### src/rtl/kfpga_config_pkg.sv
// Shared definitions for kfpga configuration loaders: FSM state encoding and
// the word-count helper used to size bitstream counters.
package kfpga_config_pkg;

    typedef enum logic [1:0] {
        ST_IDLE   = 2'd0,
        ST_LOAD   = 2'd1,
        ST_COMMIT = 2'd2,
        ST_DONE   = 2'd3
    } state_t;

    function automatic int ceil_div(input int num, input int den);
        return (num + den - 1) / den;
    endfunction

endpackage

### src/rtl/config_loader.sv
// Bitstream loader: collects words into a shadow register over valid/ready and
// commits the full image to config_out in one cycle, so tiles never see a partial load.
module config_loader
    import kfpga_config_pkg::*;
#(
    parameter int CONFIG_WIDTH = 12,
    parameter int WORD_WIDTH   = 8
) (
    input  logic                    clock,
    input  logic                    reset,
    input  logic                    start,
    input  logic                    abort,
    input  logic [WORD_WIDTH-1:0]   data_in,
    input  logic                    data_valid,
    output logic                    data_ready,
    output logic [CONFIG_WIDTH-1:0] config_out,
    output logic                    config_valid,
    output logic                    busy
);

    localparam int WORDS = ceil_div(CONFIG_WIDTH, WORD_WIDTH);
    localparam int CNT_W = $clog2(WORDS + 1);
    localparam logic [CNT_W-1:0] LAST_IDX = CNT_W'(WORDS - 1);

    state_t                  r_state;
    logic [CNT_W-1:0]        r_count;
    logic [CONFIG_WIDTH-1:0] r_shadow;
    logic [CONFIG_WIDTH-1:0] r_config;
    logic                    r_valid;
    logic                    r_busy;
    logic [CONFIG_WIDTH-1:0] w_shadow_next;
    logic                    w_accept;

    assign data_ready   = (r_state == ST_LOAD) && !abort;
    assign w_accept     = data_ready && data_valid;
    assign config_out   = r_config;
    assign config_valid = r_valid;
    assign busy         = r_busy;

    // Each word owns a fixed slice of the shadow; the last slice may be narrower
    // than a word, in which case the surplus high bits of data_in are dropped.
    generate
        for (genvar gi = 0; gi < WORDS; gi++) begin : g_word
            localparam int LO  = gi * WORD_WIDTH;
            localparam int HI  = ((gi + 1) * WORD_WIDTH > CONFIG_WIDTH) ?
                                 CONFIG_WIDTH - 1 : (gi + 1) * WORD_WIDTH - 1;
            localparam int W_I = HI - LO + 1;

            assign w_shadow_next[HI:LO] = (w_accept && (r_count == CNT_W'(gi))) ?
                                          data_in[W_I-1:0] : r_shadow[HI:LO];
        end
    endgenerate

    always_ff @(posedge clock or posedge reset) begin
        if (reset) begin
            r_state  <= ST_IDLE;
            r_count  <= '0;
            r_shadow <= '0;
            r_config <= '0;
            r_valid  <= 1'b0;
            r_busy   <= 1'b0;
        end else begin
            unique case (r_state)
                ST_IDLE, ST_DONE: begin
                    // start also retires a committed image: it stays visible but stale
                    if (start) begin
                        r_state  <= ST_LOAD;
                        r_count  <= '0;
                        r_shadow <= '0;
                        r_valid  <= 1'b0;
                        r_busy   <= 1'b1;
                    end
                end
                ST_LOAD: begin
                    if (abort) begin
                        r_state  <= ST_IDLE;
                        r_count  <= '0;
                        r_shadow <= '0;
                        r_busy   <= 1'b0;
                    end else if (w_accept) begin
                        r_shadow <= w_shadow_next;
                        if (r_count == LAST_IDX) begin
                            r_state <= ST_COMMIT;
                            r_count <= '0;
                        end else begin
                            r_count <= r_count + 1'b1;
                        end
                    end
                end
                ST_COMMIT: begin
                    r_config <= r_shadow;
                    r_valid  <= 1'b1;
                    r_busy   <= 1'b0;
                    r_state  <= ST_DONE;
                end
                default: begin
                    r_state <= ST_IDLE;
                    r_busy  <= 1'b0;
                end
            endcase
        end
    end

endmodule

### config.mk
export PLATFORM = sky130hd
export DESIGN_NAME = config_loader
export DESIGN_NICKNAME = d
export VERILOG_FILES = /design/src/rtl/kfpga_config_pkg.sv /design/src/rtl/config_loader.sv
export SDC_FILE = /design/constraint.sdc
export NUM_CORES = 1
export LEC_CHECK = 0
export BUFFER_PORTS_ARGS = -buffer_cell sky130_fd_sc_hd__buf_2
export CAP_MARGIN = 15
export CELL_PAD_IN_SITES_DETAIL_PLACEMENT = 0
export CELL_PAD_IN_SITES_GLOBAL_PLACEMENT = 1
export CORE_MARGIN = 2
export CORE_UTILIZATION = 45
export CTS_BUF_LIST = sky130_fd_sc_hd__clkbuf_4 sky130_fd_sc_hd__clkbuf_8 sky130_fd_sc_hd__clkbuf_16
export DETAILED_ROUTE_END_ITERATION = 10
export GPL_TIMING_DRIVEN = 0
export PLACE_DENSITY_LB_ADDON = 0.1
export SETUP_SLACK_MARGIN = 0.1
export SYNTH_ARGS = -nofsm -noshare
export SYNTH_HDL_FRONTEND = slang
export SYNTH_SLANG_ARGS = --single-unit
### constraint.sdc
create_clock -name clock -period 6.37 [get_ports clock]
set_input_delay 1.274 -clock clock [delete_from_list [all_inputs] [get_ports clock]]
set_output_delay 1.274 -clock clock [all_outputs]
set_load 0.005 [all_outputs]
# Word level (Yosys, flattened, before mapping)

Cells that the tools add are included.

Word-level logic and storage cells: 55
Input bits: 13
Register bits: 30

Mux-type cells: 21
Equality and inequality tests: 10
Reduce and logical (&&, ||, !) cells: 16
Add/subtract/negate cells: 1

Operator list:

| cell                                                | count |
|---|---|
| 2-to-1 mux 12 bit                                   | 3 |
| one-hot mux 12 bit (2 select lines)                 | 1 |
| 2-to-1 mux 2 bit                                    | 8 |
| != test 3 x 2 -> 1 bit, second input constant       | 3 |
| 2-to-1 mux 8 bit                                    | 1 |
| AND reduction 4 bit                                 | 2 |
| one-hot mux 2 bit (3 select lines)                  | 1 |
| AND reduction 3 bit                                 | 2 |
| equality test 2 x 1 -> 1 bit, second input constant | 2 |
| equality test 2 bit, second input constant          | 2 |
| logical AND 1 bit                                   | 4 |
| logical NOT 2 bit                                   | 2 |
| 2-to-1 mux 4 bit                                    | 1 |
| != test 2 bit, second input constant                | 2 |
| one-hot mux 2 bit (2 select lines)                  | 1 |
| AND reduction 2 bit                                 | 2 |
| nonzero test 2 bit                                  | 2 |
| 2-to-1 mux 1 bit                                    | 3 |
| != test 3 bit, second input constant                | 1 |
| one-hot mux 1 bit (3 select lines)                  | 1 |
| adder 2 x 1 -> 2 bit, second input constant         | 1 |
| one-hot mux 1 bit (2 select lines)                  | 1 |
| OR reduction 2 bit                                  | 1 |
| logical NOT 1 bit                                   | 1 |

# Logic depth before layout (Yosys ltp)

Depth after elaboration: 8
Mapped depth: 7
Mapped depth without buffers: 6

# Worst setup path after synthesis

OpenSTA, ideal clock, no wires.

Kind: input -> output
Start: input abort
End: output data_ready
Data required time: 5096 ps
Arrival: 1845 ps
Stages: 3
Buffers on the path: 1
Setup slack: 3251 ps
Cells stage by stage: nand2b_1 > inv_1 > clkbuf_1

Longest elaborated chain between the ends: 2

RTL lines:

| item               | line                | source |
|---|---|---|
| start: declaration | config_loader.sv:12 | `input logic abort,` |
| logical NOT 1 bit  | config_loader.sv:34 | `assign data_ready = (r_state == ST_LOAD) && !abort;` |
| logical AND 1 bit  | config_loader.sv:34 |  |
| end: declaration   | config_loader.sv:15 | `output logic data_ready,` |

Every way passes these cells.

# Final worst setup path

Ends and elaborated chain as after synthesis.

==> impl_metrics.ini <==
[run_status]
run_status = finished clean

[pwr]
power_density_nw_per_um2 = 443
portion_of_total_power_attributed_to_sequential_cells = 0.422
worst_ir_drop_vdd_uv = 244
power.switching_uw = 214
sw_frac = 0.307
leakage_uw = 0.000822
comb_power_share = 0.357
share_clk_of_total_power = 0.221
power.internal_uw = 483

[drt]
detail_route.wirelength_um = 2200
detailroute.via_count = 847
first_pass_iters = 2
drc_errors = 0
drt-vias-per-instance = 5.13
drt-wirelength-per-cell_um = 13.4
postRouteAntennaNets = 0
drt_iter0_drc = 8

[clocking]
postCtsResizedCells = 0
insertion_delay_ns = 0.33
maximum_buffer_depth_of_the_clock_tree = 2
cts_post_setup_buffers_inserted = 0
cts_max_level = 2
quantity_of_hold_fixing_buffers_added_after_cts = 0
worst_setup_hold_path_clk_slew_ns = 0.10
clock-root-buffer = sky130_fd_sc_hd__clkbuf_4
cts_buffers = 5
cts.sink_count = 30
tritoncts_clock_tree = done

[floorplanning]
die_y_um = 57.6
initial_utilization = 0.472
pin_count = 28
floorplan.core_area_um2 = 2730
floorplan_die_area_um2 = 3310
row_count = 19
die_width_um = 57.6

[setup_path]
worst_path_dominant_cell_family = buffers and inverters
worst_path_largest_cell_delay_ns = 0.36
worst-path-max-fanout = 10
worst_path_max_delay_cell = sky130_fd_sc_hd__clkbuf_1
worstSetupStartpointType = primary input
setup.worst_path.end_class = primary output
crit_chain = buf_2 -> nand2b_1 -> inv_1 -> clkbuf_1 -> buf_2
timing.critical_path.buf_inv = 4
regToRegSetupSlack_ns = 4.05
crit_path_frequent_cell = sky130_fd_sc_hd__buf_2
worstSetupPathType = in -> out
required_ns = 5.10
worstPathArrival_ns = 2.30

[layout]
synthToLayoutAreaGrowth_pct = 21.9
layoutNonFillerInstCount = 165
antenna_cells = 0
finish.utilization = 0.576
post_route_cells_drive_above_1_share = 0.433
finalNetCount = 149

[yosys]
syn_area_per_cell_um2 = 13.0
synth.area.top_cells = sky130_fd_sc_hd__dfrtp_1 58%, sky130_fd_sc_hd__mux2_2 18%, sky130_fd_sc_hd__mux2i_1 3.1%
instance_count_of_the_mapped_netlist = 99
synth_fp_nets = 114
yosysSeqAreaShare = 0.581
post-synth-top-area-fraction = 0.581
yosys-top-cells-count = 30 x sky130_fd_sc_hd__dfrtp_1, 21 x sky130_fd_sc_hd__mux2_2, 9 x sky130_fd_sc_hd__inv_1
postSynth.asyncResetShare = 1.00
syn_area_um2 = 1290
yosysMostFrequentCell = sky130_fd_sc_hd__dfrtp_1
synth_seq_cells = 30
synth_cell_types = 21
synth_enable_flop_cells = 0
post-synth-top-area-cell = sky130_fd_sc_hd__dfrtp_1
yosys_most_used_dff = sky130_fd_sc_hd__dfrtp_1
yosysWarningCount = 0

[grt]
grt_antenna_before_repair = 0
first_global_vias = 844
grt_start_max_net_pins = 31
track_usage = 0.162
globalRouteOverflowTotal = 0
grt_pass1_wl_um = 3830

[place]
place.port_buffers = 27
gp_congestion = 0.686
dpl.cell_count = 157
detailedPlacementHpwl_um = 1640

[min_path]
min_path_type = reg -> reg

[timing]
slew_violations = 0
final-hold-violation-count = 0
final.period_utilization = 0.560
rsz_0062_raised_after_global_routing = no
setup_viol = 0
hold_slack_ns = 0.507
period_needed_ns = 3.57
fin_worst_skew_ns = 0.0114
max_slew.worst_pin.slew_ns = 0.714
fmaxAchievable_mhz = 280
timing.setup.tns_ns = 0
max-slew-margin-rel = 0.524

[run]
drv_cap = 0
## cell families after synthesis
kind of cell / Yosys count / synth area share
AO/OA/AOI/OAI: 9 / 0.0630
flip-flops: 30 / 0.581
buffers and inverters: 13 / 0.0378
multiplexers: 25 / 0.214
adder cells (fa/ha/maj): 2 / 0.0194
AND/OR/NAND/NOR: 20 / 0.0843
## stage by stage
stage	area (µm²)	total power, µW	setup slack (ns)
2_1_floorplan	1290	477	3.25
3_3_place_gp	1470	542	2.77
3_5_place_dp	1470	553	2.75
4_1_cts	1550	708	2.75
5_1_grt	1570	751	2.64
6_report	1570	697	2.80
## worst paths after layout
path | startpoint | end | depth (start not counted)
min in group asynchronous | reset | config_out[7]$_DFFE_PP0P_ | 2
worst min-delay path | config_out[8]$_DFFE_PP0P_ | config_out[8]$_DFFE_PP0P_ | 1
max in group asynchronous | reset | config_out[2]$_DFFE_PP0P_ | 3
worst max-delay path | abort | data_ready | 5
worst max register to register | r_state[0]$_DFFE_PP0P_ | r_shadow[1]$_DFFE_PP0P_ | 6
worst min register to register | config_out[8]$_DFFE_PP0P_ | config_out[8]$_DFFE_PP0P_ | 1
## layer usage
metal  up-vias  GRT usage  share of wire
met5         -          0              0
met4         0     0.0997          0.027
met3         7     0.0476          0.046
met2        20      0.256           0.51
met1       412      0.194           0.42
li1        408          -              -
## placed cells by master, fill, tap and decap left out, types with 2 or more instances in the layout
| master | Yosys | layout |
|---|---|---|
| sky130_fd_sc_hd__nand2_1 | 5 | 5 |
| sky130_fd_sc_hd__buf_2 | 0 | 27 |
| sky130_fd_sc_hd__a21oi_1 | 4 | 4 |
| sky130_fd_sc_hd__mux2_2 | 21 | 21 |
| sky130_fd_sc_hd__clkbuf_4 | 0 | 5 |
| sky130_fd_sc_hd__clkbuf_1 | 4 | 4 |
| sky130_fd_sc_hd__mux2i_1 | 4 | 4 |
| sky130_fd_sc_hd__nor2_1 | 4 | 4 |
| sky130_fd_sc_hd__and2_1 | 5 | 5 |
| sky130_fd_sc_hd__ha_1 | 2 | 2 |
| sky130_fd_sc_hd__dfrtp_1 | 30 | 30 |
| sky130_fd_sc_hd__inv_1 | 9 | 9 |
## state kept, by name (all words and copies together), names as in the netlist
| name | cells |
|---|---|
| config_out | 12 |
| busy | 1 |
| r_count | 2 |
| config_valid | 1 |
| r_state | 2 |
| r_shadow | 12 |
## power groups by stage
stage | sequential, µW | combinational [µW] | clock, µW
3_3_place_gp | 294 | 248 | 0
5_1_grt | 304 | 281 | 166
2_1_floorplan | 294 | 183 | 0
6_report | 294 | 249 | 154
3_5_place_dp | 300 | 253 | 0
4_1_cts | 296 | 254 | 159
## area by class of cell
cell class,instances,area (µm²)
Sequential cell,30,751
Multi-Input combinational cell,56,492
Inverter,9,33.8
Buffer,4,15.0
Tap cell,31,38.8
Clock buffer,6,51.3
Clock inverter,1,30.0
Fill cell,233,1160
Timing Repair Buffer,28,163
Note: power is estimated with default switching activity, not from simulation.
